===== config.mk =====
export PLATFORM = sky130hd
export DESIGN_NAME = cordic_sched
export DESIGN_NICKNAME = d
export VERILOG_FILES = /design/src/rtl/cordic_pkg.sv /design/src/rtl/cordic_result_fifo.sv /design/src/rtl/cordic_sched.sv
export SDC_FILE = /design/constraint.sdc
export NUM_CORES = 1
export LEC_CHECK = 0
export CORE_UTILIZATION = 35
export CTS_BUF_LIST = sky130_fd_sc_hd__clkbuf_4 sky130_fd_sc_hd__clkbuf_8
export DETAILED_ROUTE_END_ITERATION = 7
export PLACE_DENSITY = 0.54
export SLEW_MARGIN = 20
export SYNTH_ARGS = -nofsm -noshare
export SYNTH_HDL_FRONTEND = slang
export SYNTH_HIERARCHICAL = 1
export SYNTH_SLANG_ARGS = --single-unit

===== constraint.sdc =====
create_clock -name clk -period 3.6 [get_ports clk]
set_clock_uncertainty 0.05 [all_clocks]
set_input_delay 0.54 -clock clk [delete_from_list [all_inputs] [get_ports clk]]
set_output_delay 0.54 -clock clk [all_outputs]
set_load 0.05 [all_outputs]

===== src/rtl/cordic_pkg.sv =====
// Shared definitions for the CORDIC request scheduler.
//   cordic_latency() : register stages of the attached cordic (iterations+1)
//   cordic_res_t     : one buffered result {id, x, y, z}
// The result struct is sized for WIDTH = CORDIC_W and up to 8 requesters
// (CORDIC_ID_W bits of id). Narrower requester indices are zero-extended.
package cordic_pkg;

    localparam int CORDIC_ITER = 17;
    localparam int CORDIC_W    = 16;
    localparam int CORDIC_ID_W = 3;

    function automatic int cordic_latency(input int iterations);
        return iterations + 1;
    endfunction

    typedef struct packed {
        logic [CORDIC_ID_W-1:0]     id;
        logic signed [CORDIC_W:0]   x;
        logic signed [CORDIC_W:0]   y;
        logic signed [CORDIC_W-1:0] z;
    } cordic_res_t;

endpackage


===== src/rtl/cordic_result_fifo.sv =====
// First-word-fall-through result buffer for cordic_sched.
//   clk, reset : clock, synchronous active-high reset (clears pointers/count)
//   push_i     : write din_i this edge
//   pop_i      : consume the head this edge (ignored while empty)
//   dout_o     : head entry, valid whenever valid_o = 1
//   valid_o    : buffer non-empty
//   count_o    : current occupancy
module cordic_result_fifo #(
    parameter int DEPTH = 20,
    parameter int W     = 8
) (
    input  logic                         clk,
    input  logic                         reset,
    input  logic                         push_i,
    input  logic [W-1:0]                 din_i,
    input  logic                         pop_i,
    output logic [W-1:0]                 dout_o,
    output logic                         valid_o,
    output logic [$clog2(DEPTH+1)-1:0]   count_o
);
    localparam int AW = (DEPTH > 1) ? $clog2(DEPTH) : 1;
    localparam int CW = $clog2(DEPTH + 1);

    logic [W-1:0]  mem_q [DEPTH];
    logic [AW-1:0] wr_ptr_q, rd_ptr_q;
    logic [CW-1:0] count_q;
    logic          do_pop;

    // DEPTH need not be a power of two, so pointers wrap explicitly.
    function automatic logic [AW-1:0] ptr_inc(input logic [AW-1:0] p);
        return (p == AW'(DEPTH - 1)) ? '0 : p + AW'(1);
    endfunction

    assign do_pop  = pop_i && (count_q != '0);
    assign dout_o  = mem_q[rd_ptr_q];
    assign valid_o = (count_q != '0);
    assign count_o = count_q;

    always_ff @(posedge clk) begin
        if (reset) begin
            wr_ptr_q <= '0;
            rd_ptr_q <= '0;
            count_q  <= '0;
        end else begin
            if (push_i) wr_ptr_q <= ptr_inc(wr_ptr_q);
            if (do_pop) rd_ptr_q <= ptr_inc(rd_ptr_q);
            case ({push_i, do_pop})
                2'b10:   count_q <= count_q + CW'(1);
                2'b01:   count_q <= count_q - CW'(1);
                default: count_q <= count_q;
            endcase
        end
    end

    always_ff @(posedge clk) begin
        if (push_i) mem_q[wr_ptr_q] <= din_i;
    end

    // A push into a full buffer is only legal when the head leaves on the same edge.
    a_no_overflow: assert property (@(posedge clk) disable iff (reset)
        push_i |-> ((count_q < CW'(DEPTH)) || pop_i));

endmodule


===== src/rtl/cordic_sched.sv =====
// Round-robin scheduler sharing one pipelined cordic among N_REQ requesters.
//   clk, reset            : clock, synchronous active-high reset
//   req_valid/req_ready   : per-requester handshake (req_ready one-hot or zero)
//   req_x/req_y/req_z     : per-requester operands
//   cx0/cy0/cz0           : registered operands to the cordic (0 when idle)
//   cx/cy/cz              : cordic results, LATENCY edges after cx0/cy0/cz0
//   res_valid/res_ready   : result handshake (first-word-fall-through)
//   res_id/res_x/res_y/res_z : head result and the requester that issued it
// WIDTH must equal cordic_pkg::CORDIC_W (the buffered result struct width).
module cordic_sched
    import cordic_pkg::*;
#(
    parameter int WIDTH   = CORDIC_W,
    parameter int N_REQ   = 4,
    parameter int LATENCY = cordic_latency(CORDIC_ITER),
    parameter int DEPTH   = 20
) (
    input  logic                       clk,
    input  logic                       reset,
    input  logic [N_REQ-1:0]           req_valid,
    output logic [N_REQ-1:0]           req_ready,
    input  logic signed [WIDTH-1:0]    req_x [N_REQ],
    input  logic signed [WIDTH-1:0]    req_y [N_REQ],
    input  logic signed [WIDTH-1:0]    req_z [N_REQ],
    output logic signed [WIDTH-1:0]    cx0,
    output logic signed [WIDTH-1:0]    cy0,
    output logic signed [WIDTH-1:0]    cz0,
    input  logic signed [WIDTH:0]      cx,
    input  logic signed [WIDTH:0]      cy,
    input  logic signed [WIDTH-1:0]    cz,
    output logic                       res_valid,
    input  logic                       res_ready,
    output logic [$clog2(N_REQ)-1:0]   res_id,
    output logic signed [WIDTH:0]      res_x,
    output logic signed [WIDTH:0]      res_y,
    output logic signed [WIDTH-1:0]    res_z
);
    localparam int ID_W = $clog2(N_REQ);
    localparam int CW   = $clog2(DEPTH + 1);
    localparam int OW   = CW + 1;

    logic [ID_W-1:0] ptr_q, ptr_d, gnt_idx, idx;
    logic            found, credit_ok, accept, push, pop;
    logic [OW-1:0]   occ;
    logic [CW-1:0]   fifo_count, inflight_q, inflight_d;
    logic [LATENCY:0] tag_vld_q;
    logic [ID_W-1:0] tag_id_q [LATENCY+1];
    cordic_res_t     push_data, head;
    logic            unused_id_bits;

    always_comb begin
        // Credits use start-of-cycle occupancy; a pop this edge frees space next cycle.
        occ       = {1'b0, fifo_count} + {1'b0, inflight_q};
        credit_ok = occ < OW'(DEPTH);

        found   = 1'b0;
        gnt_idx = '0;
        idx     = '0;
        for (int i = 0; i < N_REQ; i++) begin
            idx = ID_W'((int'(ptr_q) + i) % N_REQ);
            if (!found && req_valid[idx]) begin
                found   = 1'b1;
                gnt_idx = idx;
            end
        end

        accept    = found && credit_ok && !reset;
        req_ready = accept ? (N_REQ'(1) << gnt_idx) : '0;

        ptr_d = ptr_q;
        if (accept) ptr_d = (gnt_idx == ID_W'(N_REQ - 1)) ? '0 : gnt_idx + ID_W'(1);

        push = tag_vld_q[LATENCY];
        pop  = res_valid && res_ready;

        inflight_d = inflight_q;
        case ({accept, push})
            2'b10:   inflight_d = inflight_q + CW'(1);
            2'b01:   inflight_d = inflight_q - CW'(1);
            default: inflight_d = inflight_q;
        endcase

        push_data.id = CORDIC_ID_W'(tag_id_q[LATENCY]);
        push_data.x  = cx;
        push_data.y  = cy;
        push_data.z  = cz;
    end

    // Stage: acceptance -> cordic operand registers and tag pipe entry
    always_ff @(posedge clk) begin
        if (reset) begin
            ptr_q      <= '0;
            inflight_q <= '0;
            tag_vld_q  <= '0;
            cx0        <= '0;
            cy0        <= '0;
            cz0        <= '0;
        end else begin
            ptr_q      <= ptr_d;
            inflight_q <= inflight_d;
            tag_vld_q  <= {tag_vld_q[LATENCY-1:0], accept};
            cx0        <= accept ? req_x[gnt_idx] : '0;
            cy0        <= accept ? req_y[gnt_idx] : '0;
            cz0        <= accept ? req_z[gnt_idx] : '0;
        end
    end

    // Tag ids ride alongside the cordic; a tag sits at index LATENCY in the
    // same cycle its operands' result is on cx/cy/cz.
    always_ff @(posedge clk) begin
        tag_id_q[0] <= gnt_idx;
        for (int i = 1; i <= LATENCY; i++) tag_id_q[i] <= tag_id_q[i-1];
    end

    // Stage: pipe exit -> result buffer
    cordic_result_fifo #(
        .DEPTH (DEPTH),
        .W     ($bits(cordic_res_t))
    ) u_fifo (
        .clk     (clk),
        .reset   (reset),
        .push_i  (push),
        .din_i   (push_data),
        .pop_i   (pop),
        .dout_o  (head),
        .valid_o (res_valid),
        .count_o (fifo_count)
    );

    assign res_id         = head.id[ID_W-1:0];
    assign res_x          = head.x;
    assign res_y          = head.y;
    assign res_z          = head.z;
    assign unused_id_bits = ^head.id;

endmodule

---- Word-level counts from Yosys, hierarchy flattened ----
Memories as Yosys holds them, arrays and structs flattened. A register that Yosys moved wholly into a read port is not among the register bits.
Index checks and enable logic that the tools add are counted.
word-level totals
  bits in registers ....................... 89
  RAM bits ................................ 1078
  input port bits ......................... 249
  output and inout bits ................... 105
  word-level logic and storage cells ...... 88
  memories ................................ 2
operators by class
  $add $sub $neg .......................... 11
  order comparisons ....................... 6
  eq/ne operators ......................... 7
  shift operators ......................... 1
  mux-type cells .......................... 35
  bitwise logic cells ..................... 2
  reduce and logical (&&, ||, !) cells .... 15
memories
  memory        depth  width  rd ports  clocked after Yosys merged registers in  write ports  RTL line                  text
  u_fifo.mem_q  20     52     1         1                                        1            cordic_result_fifo.sv:24  logic [W-1:0] mem_q [DEPTH];
  tag_id_q      19     2      19        0                                        19           cordic_sched.sv:47        logic [ID_W-1:0] tag_id_q [LATENCY+1];
operator list
  operator                                                                      number
  16-bit binary-select mux with 2-bit select                                    3
  16-bit two-way mux                                                            6
  5-bit by 1-bit adder with 5-bit output, second input constant                 4
  5-bit two-way mux                                                             4
  5-bit one-hot mux with 2 select lines                                         2
  2-bit by 3-bit less-than comparator with 1-bit output, second input constant  4
  5-bit == test, second input constant                                          2
  1-bit two-way mux                                                             10
  2-bit two-way mux                                                             5
  5-bit by 1-bit subtractor with 5-bit output, second input constant            2
  1-bit binary-select mux with 2-bit select                                     4
  1-bit logical AND                                                             7
  5-bit by 5-bit adder with 6-bit output                                        1
  2-bit == test, second input constant                                          3
  6-bit by 5-bit less-than comparator with 1-bit output, second input constant  1
  5-bit nonzero test                                                            1
  2-bit by 1-bit adder with 2-bit output, second input constant                 2
  2-bit adder, second input constant                                            2
  2-bit by 1-bit == test with 1-bit output, second input constant               2
  1-bit zero test                                                               4
  4-bit two-way mux                                                             1
  2-bit nonzero test                                                            2
  1-bit by 2-bit left shift with 4-bit output, first input constant             1
  3-bit greater-or-equal comparator, second input constant                      1
  3 further kinds                                                               3

---- Depth between registers and ports, before layout ----
Gate-level depths: netlist of run 1.
  depth in word-level cells ............... 16
  depth in mapped cells ................... 14

---- By module ----
Netlist of run 1, hierarchy kept.
modules (own cells, without submodules)
  module              instances  cells an instance  area an instance (um2)  sequential area each (um2)
  cordic_result_fifo  1          2278               41706.2                 32230.9
  cordic_sched        1          489                4559.4                  2242.2

---- Least setup slack after synthesis of run 1 ----
Ideal clock, no wire load.
  path kind ............................... register to register
  start point ............................. register u_fifo.count_q[3], in the netlist u_fifo/count_o[3]
  end point ............................... register inflight_q[4]
  setup time .............................. 0.071 ns
  data arrival time ....................... 3.113 ns
  slack ................................... 0.367 ns
  cell stages (with the launch flop) ...... 14
  path buffers ............................ 1
  clock period less this slack ............ 3.233 ns
  cell sequence ........................... dfxtp_1 > ha_1 > or3_1 > o21ai_0 > and3b_1 > o31ai_1 > clkbuf_1 > ha_1 > fa_1 > a21o_1 > a21oi_1 > xor2_1 > or3_1 > a21oi_1
between the ends
  cells in the longest elaborated chain, start to end .. 6
  elaborated cells between the ends (all ways) .. 8
  those cells by class .................... add/sub (1); order compare (1); eq/ne (2); mux (1); reduce/logical (3)
ends and longest elaborated chain
  element                                                                             RTL line                  text
  start, declared                                                                     cordic_result_fifo.sv:26  logic [CW-1:0] count_q;
  start signal, assigned                                                              cordic_result_fifo.sv:48  2'b10: count_q <= count_q + CW'(1);
  start signal, assigned                                                              cordic_result_fifo.sv:49  2'b01: count_q <= count_q - CW'(1);
  start signal, assigned                                                              cordic_result_fifo.sv:50  default: count_q <= count_q;
  5-bit by 5-bit adder with 6-bit output *                                            cordic_sched.sv:53        occ = {1'b0, fifo_count} + {1'b0, inflight_q};
  6-bit by 5-bit less-than comparator with 1-bit output *                             cordic_sched.sv:54        credit_ok = occ < OW'(DEPTH);
  1-bit logical AND * (2 in series)                                                   cordic_sched.sv:67        accept = found && credit_ok && !reset;
  2-bit by 1-bit == test with 1-bit output / 2-bit == test (equally long branches)    cordic_sched.sv:77        case ({accept, push})
  5-bit one-hot mux with 2 select lines / 2-bit nonzero test (equally long branches)  --
  end signal, assigned                                                                cordic_sched.sv:100       inflight_q <= inflight_d;
  end, declared                                                                       cordic_sched.sv:45        logic [CW-1:0] fifo_count, inflight_q, inflight_d;
Mark *: on every way between the ends. The rest lies on a longest branch, timed or not.
A chain may end at the register's enable or synchronous reset.

==> results of run 1 <==
[power by group through the flow]
stage | clock network (W) | logic, W | registers, W
4_1_cts | 0.0118 | 0.00774 | 0.0156
3_3_place_gp | 0 | 0.00709 | 0.0159
5_1_grt | 0.0124 | 0.00822 | 0.0156
6_report | 0.0114 | 0.00778 | 0.0156
3_5_place_dp | 0 | 0.00717 | 0.0159
2_1_floorplan | 0 | 0.00415 | 0.0163
[placed cells by master, fill, tap and decap left out, drive strengths merged, types with 3 or more instances in the layout]
master	count
a211oi	102
a21o	3
a21oi	66
a22oi	53
a311oi	49
and2	24
and3	48
buf	178
bufbuf	6
clkbuf	274
clkdlybuf4s50	297
clkinv	66
clkinvlp	8
dfxtp	132
diode	3
edfxtp	1040
ha	20
inv	22
mux2	54
mux2i	370
mux4	52
nand2	209
nand2b	10
nand3	104
nor2	77
nor2b	23
nor3	7
o21ai	5
o22ai	54
or3	3
xnor2	6
xor2	8
[worst paths after layout]
check / endpoint / slack [ns] / cells past startpoint
min reg2reg: tag_id_q[17][1]$_DFF_P_ / 0.24 / 0
max: res_id[1] / 0.08 / 6
max reg2reg: inflight_q[4]$_SDFFE_PP0P_ / 0.39 / 12
min: cx0[12]$_SDFF_PP0_ / 0.17 / 3
[per-stage QoR]
| step | hold WS (ns) | cell area (um^2) | utilization [%] |
|---|---|---|---|
| finish | 0.171 | 56400 | 44.0 |
| global route | 0.116 | 56400 | 44.0 |
| CTS | 0.0471 | 56200 | 43.8 |
| detailed placement | 0.262 | 51600 | 40.2 |
| global placement | 0.260 | 51600 | 40.2 |
| floorplan | 0.260 | 45500 | - |
[area by class of cell]
type                            count  area (um^2)
Clock inverter                     80          513
Sequential cell                  1172        33900
Antenna cell                        3         7.51
Clock buffer                      271         3290
Timing Repair Buffer              484         5440
Inverter                           18         67.6
Multi-Input combinational cell   1374        11100
Tap cell                         1729         2160
Fill cell                       11300        71900
[layer usage]
metal	vias to the layer above	GRT usage, %	wire (um)
li1	11700	-	-
met1	13700	23.4	51500
met2	963	33.4	65000
met3	204	4.73	9190
met4	4	7.37	3710
met5	-	0	27
[sequential cells by signal (all words and copies together), names as in the netlist, named ones only]
signal / count
cx0: 16
cy0: 16
cz0: 16
inflight_q: 5
ptr_q: 2
tag_id_q: 38
tag_vld_q: 19
u_fifo/count_o: 5
u_fifo/mem_q: 1040
u_fifo/rd_ptr_q: 5
u_fifo/wr_ptr_q: 5
[critical path, delay by kind of cell, from the launching register on]
| family | cells | cell delay [ns] |
|---|---|---|
| buffers and inverters | 2 | 0.73 |
| flip-flops | 1 | 0.51 |
| AO/OA/AOI/OAI | 2 | 0.44 |
| AND/OR/NAND/NOR | 2 | 0.38 |
[what timing repair did]
| action | CTS | global route |
|---|---|---|
| endpoints found under the hold margin | 0 | 0 |
| gates cloned | 9 | 3 |
| pin swaps | 10 | 9 |
| buffers inserted | 17 | 7 |
| setup endpoints to repair | 56 | 25 |
| gates resized for setup | 74 | 22 |
==> results by group, run 1 <==
Placed design
  – Input/output buffers: 353
  – Post-Place Worst Slack: 0.142 ns
  – Placed Cells: 4741
  – HPWL after detailed placement: 70.8 mm
  – Gp weighted congestion: 0.869

Power
  – Pint: 0.0243 W
  – Seq pwr share: 44.7%
  – Clock Power Share: 32.9%
  – Cell Pwr Density: 616 mW/mm^2
  – Switching share of power: 30.1%
  – Net Sw Power: 0.0105 W
  – Gate power share: 22.4%
  – Final Total Pwr: 0.0348 W
  – P_leak: 18.1 nW
  – Maximum vdd ir drop: 515 uV

Setup path
  – Req. time, crit path: 3.01 ns
  – Slowest cell on the critical path: dfxtp_1
  – CP Class: register to primary output
  – Worst path max stage delay: 0.51 ns
  – Critical R2R Launch: u_fifo/count_o[3]$_SDFFE_PP0P_
  – CP Data Arrival Time: 2.93 ns
  – Crit-path cells: nand2b_1 > nor2_4 > buf_4 > a221oi_2 > o211ai_1 > buf_4
  – Startpoint Class: register
  – Crit path max fanout: 20
  – Critical path's most frequent cell: buf_4
  – CP Capture Type: primary output

Global routing
  – Pin count of the biggest net entering global routing: 97
  – Global Route Usage Sum: 19.4%
  – Grt ovf: 0
  – Vias in the first global route: 27800
  – First-pass GRT wire length: 185 mm
  – Initial antenna violation count: 5

STA
  – Max Freq: 284 MHz
  – Final setup viols: 0
  – Minimum clock period: 3.52 ns
  – Worst slew margin: 35.5%
  – Final Cycle Share: 97.8%
  – RSZ-0062 raised after global routing: true
  – Setup_tns: 0 ns
  – Final worst slack: 0.0805 ns
  – Worst-Margin Slew: 0.967 ns
  – Slew Limit Fails: 0
  – Final Hold Fails: 0

Die
  – Core area: 0.128 mm^2
  – Die H: 363 um
  – Ports: 354
  – Initial core utilization: 35.5%
  – Die footprint: 0.131 mm^2
  – Site Rows: 131
  – Chip width: 363 um

Clock network
  – CTS tree: yes
  – Worst-path clk slew: 0.06 ns
  – Htree depth: 4
  – Skew-Pair Late Insertion Delay: 0.90 ns
  – Max clock buf depth: 3
  – CTS Sinks: 1172
  – Hold Buf Count CTS: 0
  – Num CTS Buffers: 196
  – Root buf cell: clkbuf_8

Layout
  – Area Growth Syn to Fin: 24.0%
  – Non-Filler Instances: 5131
  – Final #Nets: 3516
  – Layout cell share with drive strength beyond 1: 20.2%

Detailed routing
  – Vias per cell: 5.19
  – DR vias: 26600
  – DRT iter0 DRCs: 1947
  – Routed WL: 129 mm
  – DR DRC count: 0
  – DR pass1 iterations: 5
  – Post-DRT Antenna Nets: 0
  – DR WL/cell: 25.2 um

Min path
  – Min-Delay Path Class: input port to register
  – HP Start: req_x[12]

Yosys
  – Cell count after synthesis: 2732
  – Post-synthesis cell area: 0.0455 mm^2
  – Syn Nets: 3002
  – Mean Syn Cell Area: 16.7 um^2
  – Syn. warnings: 6

Status
  – Status: complete, no violations

Flow run
  – # Max-Cap Violations: 0
(Power assumes the default switching activity.)
==> inputs of run 2 (changes only) <==
- CTS_BUF_LIST: sky130_fd_sc_hd__clkbuf_4 sky130_fd_sc_hd__clkbuf_8 -> not set
==> run 2 against run 1 <==
  * Utilization shrank 0.44 points
  * Non-clock buffer count is 27 lower
  * Critical path depth did not move
  * Routed wire length decreased by 3.3%
  * Sequential share of layout area grew 0.59 points
  * Highest routed layer unchanged
==> results by group, run 2 (same netlist as run 1, synthesis figures left out) <==
Power
  – Cell Pwr Density: 635 mW/mm^2 (was 616 mW/mm^2)
  – P_leak: 17.7 nW (was 18.1 nW)
  – Final Total Pwr: 0.0355 W (was 0.0348 W)
  – Maximum vdd ir drop: 496 uV (was 515 uV)

Detailed routing
  – DR DRC count: 0 (unchanged)
  – Post-DRT Antenna Nets: 0 (unchanged)
  – Vias per cell: 5.21 (was 5.19)
  – DR WL/cell: 25.1 um (was 25.2 um)
  – DRT iter0 DRCs: 1896 (was 1947)
  – Routed WL: 125 mm (was 129 mm)
  – DR pass1 iterations: 5 (unchanged)
  – DR vias: 25900 (was 26600)

Layout
  – Max reg flops: 1040 (unchanged)
  – Antenna diodes: 0 (was 3)
  – Most flops, register: u_fifo/mem_q (unchanged)
  – Regs by FF count: u_fifo/mem_q (1040), tag_id_q (38), tag_vld_q (19) (unchanged)
  – Leading cell type in the layout, fill and taps excluded: edfxtp_1 (unchanged)
  – Util after Layout: 43.5% (was 44.0%)
  – Final #Nets: 3424 (was 3516)
  – Most frequent cells in the layout: 1040 x edfxtp_1, 369 x mux2i_1, 297 x clkdlybuf4s50_1 (was 1040 x edfxtp_1, 368 x mux2i_1, 297 x clkdlybuf4s50_1)
  – Layout cell share with drive strength beyond 1: 15.2% (was 20.2%)
  – Area Growth Syn to Fin: 22.8% (was 24.0%)
  – Non-Filler Instances: 4981 (was 5131)

Setup path
  – Req. time, crit path: 3.01 ns (about the same)
  – R2R cell count: 12 (unchanged)
  – CP delay by family, top: buffers and inverters (unchanged)
  – Crit path max fanout: 29 (was 20)
  – Slowest cell on the critical path: dfxtp_4 (was dfxtp_1)
  – CP Class: register to primary output (unchanged)
  – Startpoint Class: register (unchanged)
  – Worst path bufs/invs: 3 (was 2)
  – CP Data Arrival Time: 2.95 ns (was 2.93 ns)
  – CP Capture Type: primary output (unchanged)
  – Crit-path cells: buf_16 > buf_6 > mux4_2 > a211oi_1 > nand3_1 > buf_4 (was nand2b_1 > nor2_4 > buf_4 > a221oi_2 > o211ai_1 > buf_4)
  – Worst path max stage delay: 0.52 ns (was 0.51 ns)
  – Levels on crit path: 6 (unchanged)

Clock network
  – Skew-Pair Late Insertion Delay: 0.73 ns (was 0.90 ns)
  – Max clock buf depth: 3 (unchanged)
  – CTS tree: yes (unchanged)
  – Root buf cell: clkbuf_16 (was clkbuf_8)
  – CTS Sinks: 1172 (unchanged)
  – Htree depth: 4 (unchanged)
  – Num CTS Buffers: 131 (was 196)
  – Worst-path clk slew: 0.05 ns (was 0.06 ns)

STA
  – Minimum clock period: 3.54 ns (was 3.52 ns)
  – RSZ-0062 raised after global routing: true (unchanged)
  – Final setup viols: 0 (unchanged)
  – Max Freq: 282 MHz (was 284 MHz)
  – Final Hold Fails: 0 (unchanged)
  – Worst slew margin: 35.0% (was 35.5%)
  – Slew Limit Fails: 0 (unchanged)
  – Worst-Margin Slew: 0.976 ns (was 0.967 ns)
  – Final Cycle Share: 98.4% (was 97.8%)

Die
  – Initial core utilization: 35.5% (unchanged)
  – Chip width: 363 um (unchanged)
  – Die H: 363 um (unchanged)
  – Die footprint: 0.131 mm^2 (unchanged)
  – Core area: 0.128 mm^2 (unchanged)
  – Ports: 354 (unchanged)
  – Site Rows: 131 (unchanged)

Placed design
  – Gp weighted congestion: 0.869 (unchanged)
  – Placed Cells: 4741 (unchanged)
  – Input/output buffers: 353 (unchanged)
  – HPWL after detailed placement: 70.8 mm (unchanged)

Min path
  – Min-Delay Path Class: register to register (was input port to register)
  – Min-Delay Path Depth: 0 (was 3)

Status
  – Status: complete, no violations (unchanged)

Global routing
  – First-pass GRT wire length: 179 mm (was 185 mm)
  – Global Route Usage Sum: 18.8% (was 19.4%)
  – Vias in the first global route: 26800 (was 27800)
  – Grt ovf: 0 (unchanged)
  – Pin count of the biggest net entering global routing: 97 (unchanged)
  – Initial antenna violation count: 4 (was 5)

Flow run
  – # Max-Cap Violations: 0 (unchanged)
-- run 2: layer usage --
layer	global-route usage [%]	share of wire [%]	vias to the layer above
met4	6.73	3.0	6
met5	0	0.050	-
met3	4.22	6.4	195
met2	32.5	50	854
met1	23.0	40	13300
li1	-	-	11500
-- run 2: power by group --
group	switching, W	internal (W)	total [W]	leakage, nW
Clock	0.00528	0.00724	0.0125	1.97
Sequential	0.000324	0.0153	0.0156	10.4
Combinational	0.00465	0.00272	0.00736	5.30
-- run 2: cell type report --
| cell class | count | area [um^2] |
|---|---|---|
| Clock buffer | 181 | 3640 |
| Clock inverter | 50 | 385 |
| Fill cell | 11300 | 72500 |
| Inverter | 18 | 67.6 |
| Multi-Input combinational cell | 1374 | 10900 |
| Sequential cell | 1172 | 33900 |
| Tap cell | 1729 | 2160 |
| Timing Repair Buffer | 457 | 4850 |
-- run 2: worst register-to-register path, stage by stage (launching register included) --
cell     delay (ns)
dfxtp_2        0.37
ha_1           0.37
or3_1          0.37
o21ai_0        0.07
and3b_1        0.23
o31ai_4        0.10
ha_1           0.28
fa_1           0.40
a21o_1         0.20
a21oi_1        0.19
xor2_1         0.11
or3_1          0.32
a21oi_1        0.15
-- run 2: metrics by stage --
step	instance area [um^2]	setup WS, ns	setup TNS, ns	hold slack (ns)
final	55900	0.0592	0	0.271
after global routing	55900	-0.0491	-0.0866	0.277
after CTS	55800	0.0177	0	0.270
after detailed placement	51600	0.142	0	0.262
after global placement	51600	0.103	0	0.260
after floorplan	45500	0.367	0	0.260
-- run 2: path summary, 6_finish.rpt --
path,end,slack (ns),startpoint
max,res_z[0],0.06,register
min,tag_id_q[15][1]$_DFF_P_,0.27,tag_id_q[14][1]$_DFF_P_
max reg2reg,inflight_q[4]$_SDFFE_PP0P_,0.32,u_fifo/count_o[3]$_SDFFE_PP0P_
min reg2reg,tag_id_q[15][1]$_DFF_P_,0.27,tag_id_q[14][1]$_DFF_P_
-- run 2: what timing repair did --
action / 4_1_cts / 5_1_grt
pin swaps: 1 / 0
cloned: 2 / 0
endpoints found under the setup margin: 39 / 14
hold buffers: 0 / 0
resized for setup: 17 / 8
setup buffers: 7 / 0
==> inputs of run 3 (changes only) <==
- CAP_MARGIN: not set -> 10
- SLEW_MARGIN: 20 -> not set
==> results of run 3 <==
Same layout as run 2: the final DEF is identical, and so are final timing and power.
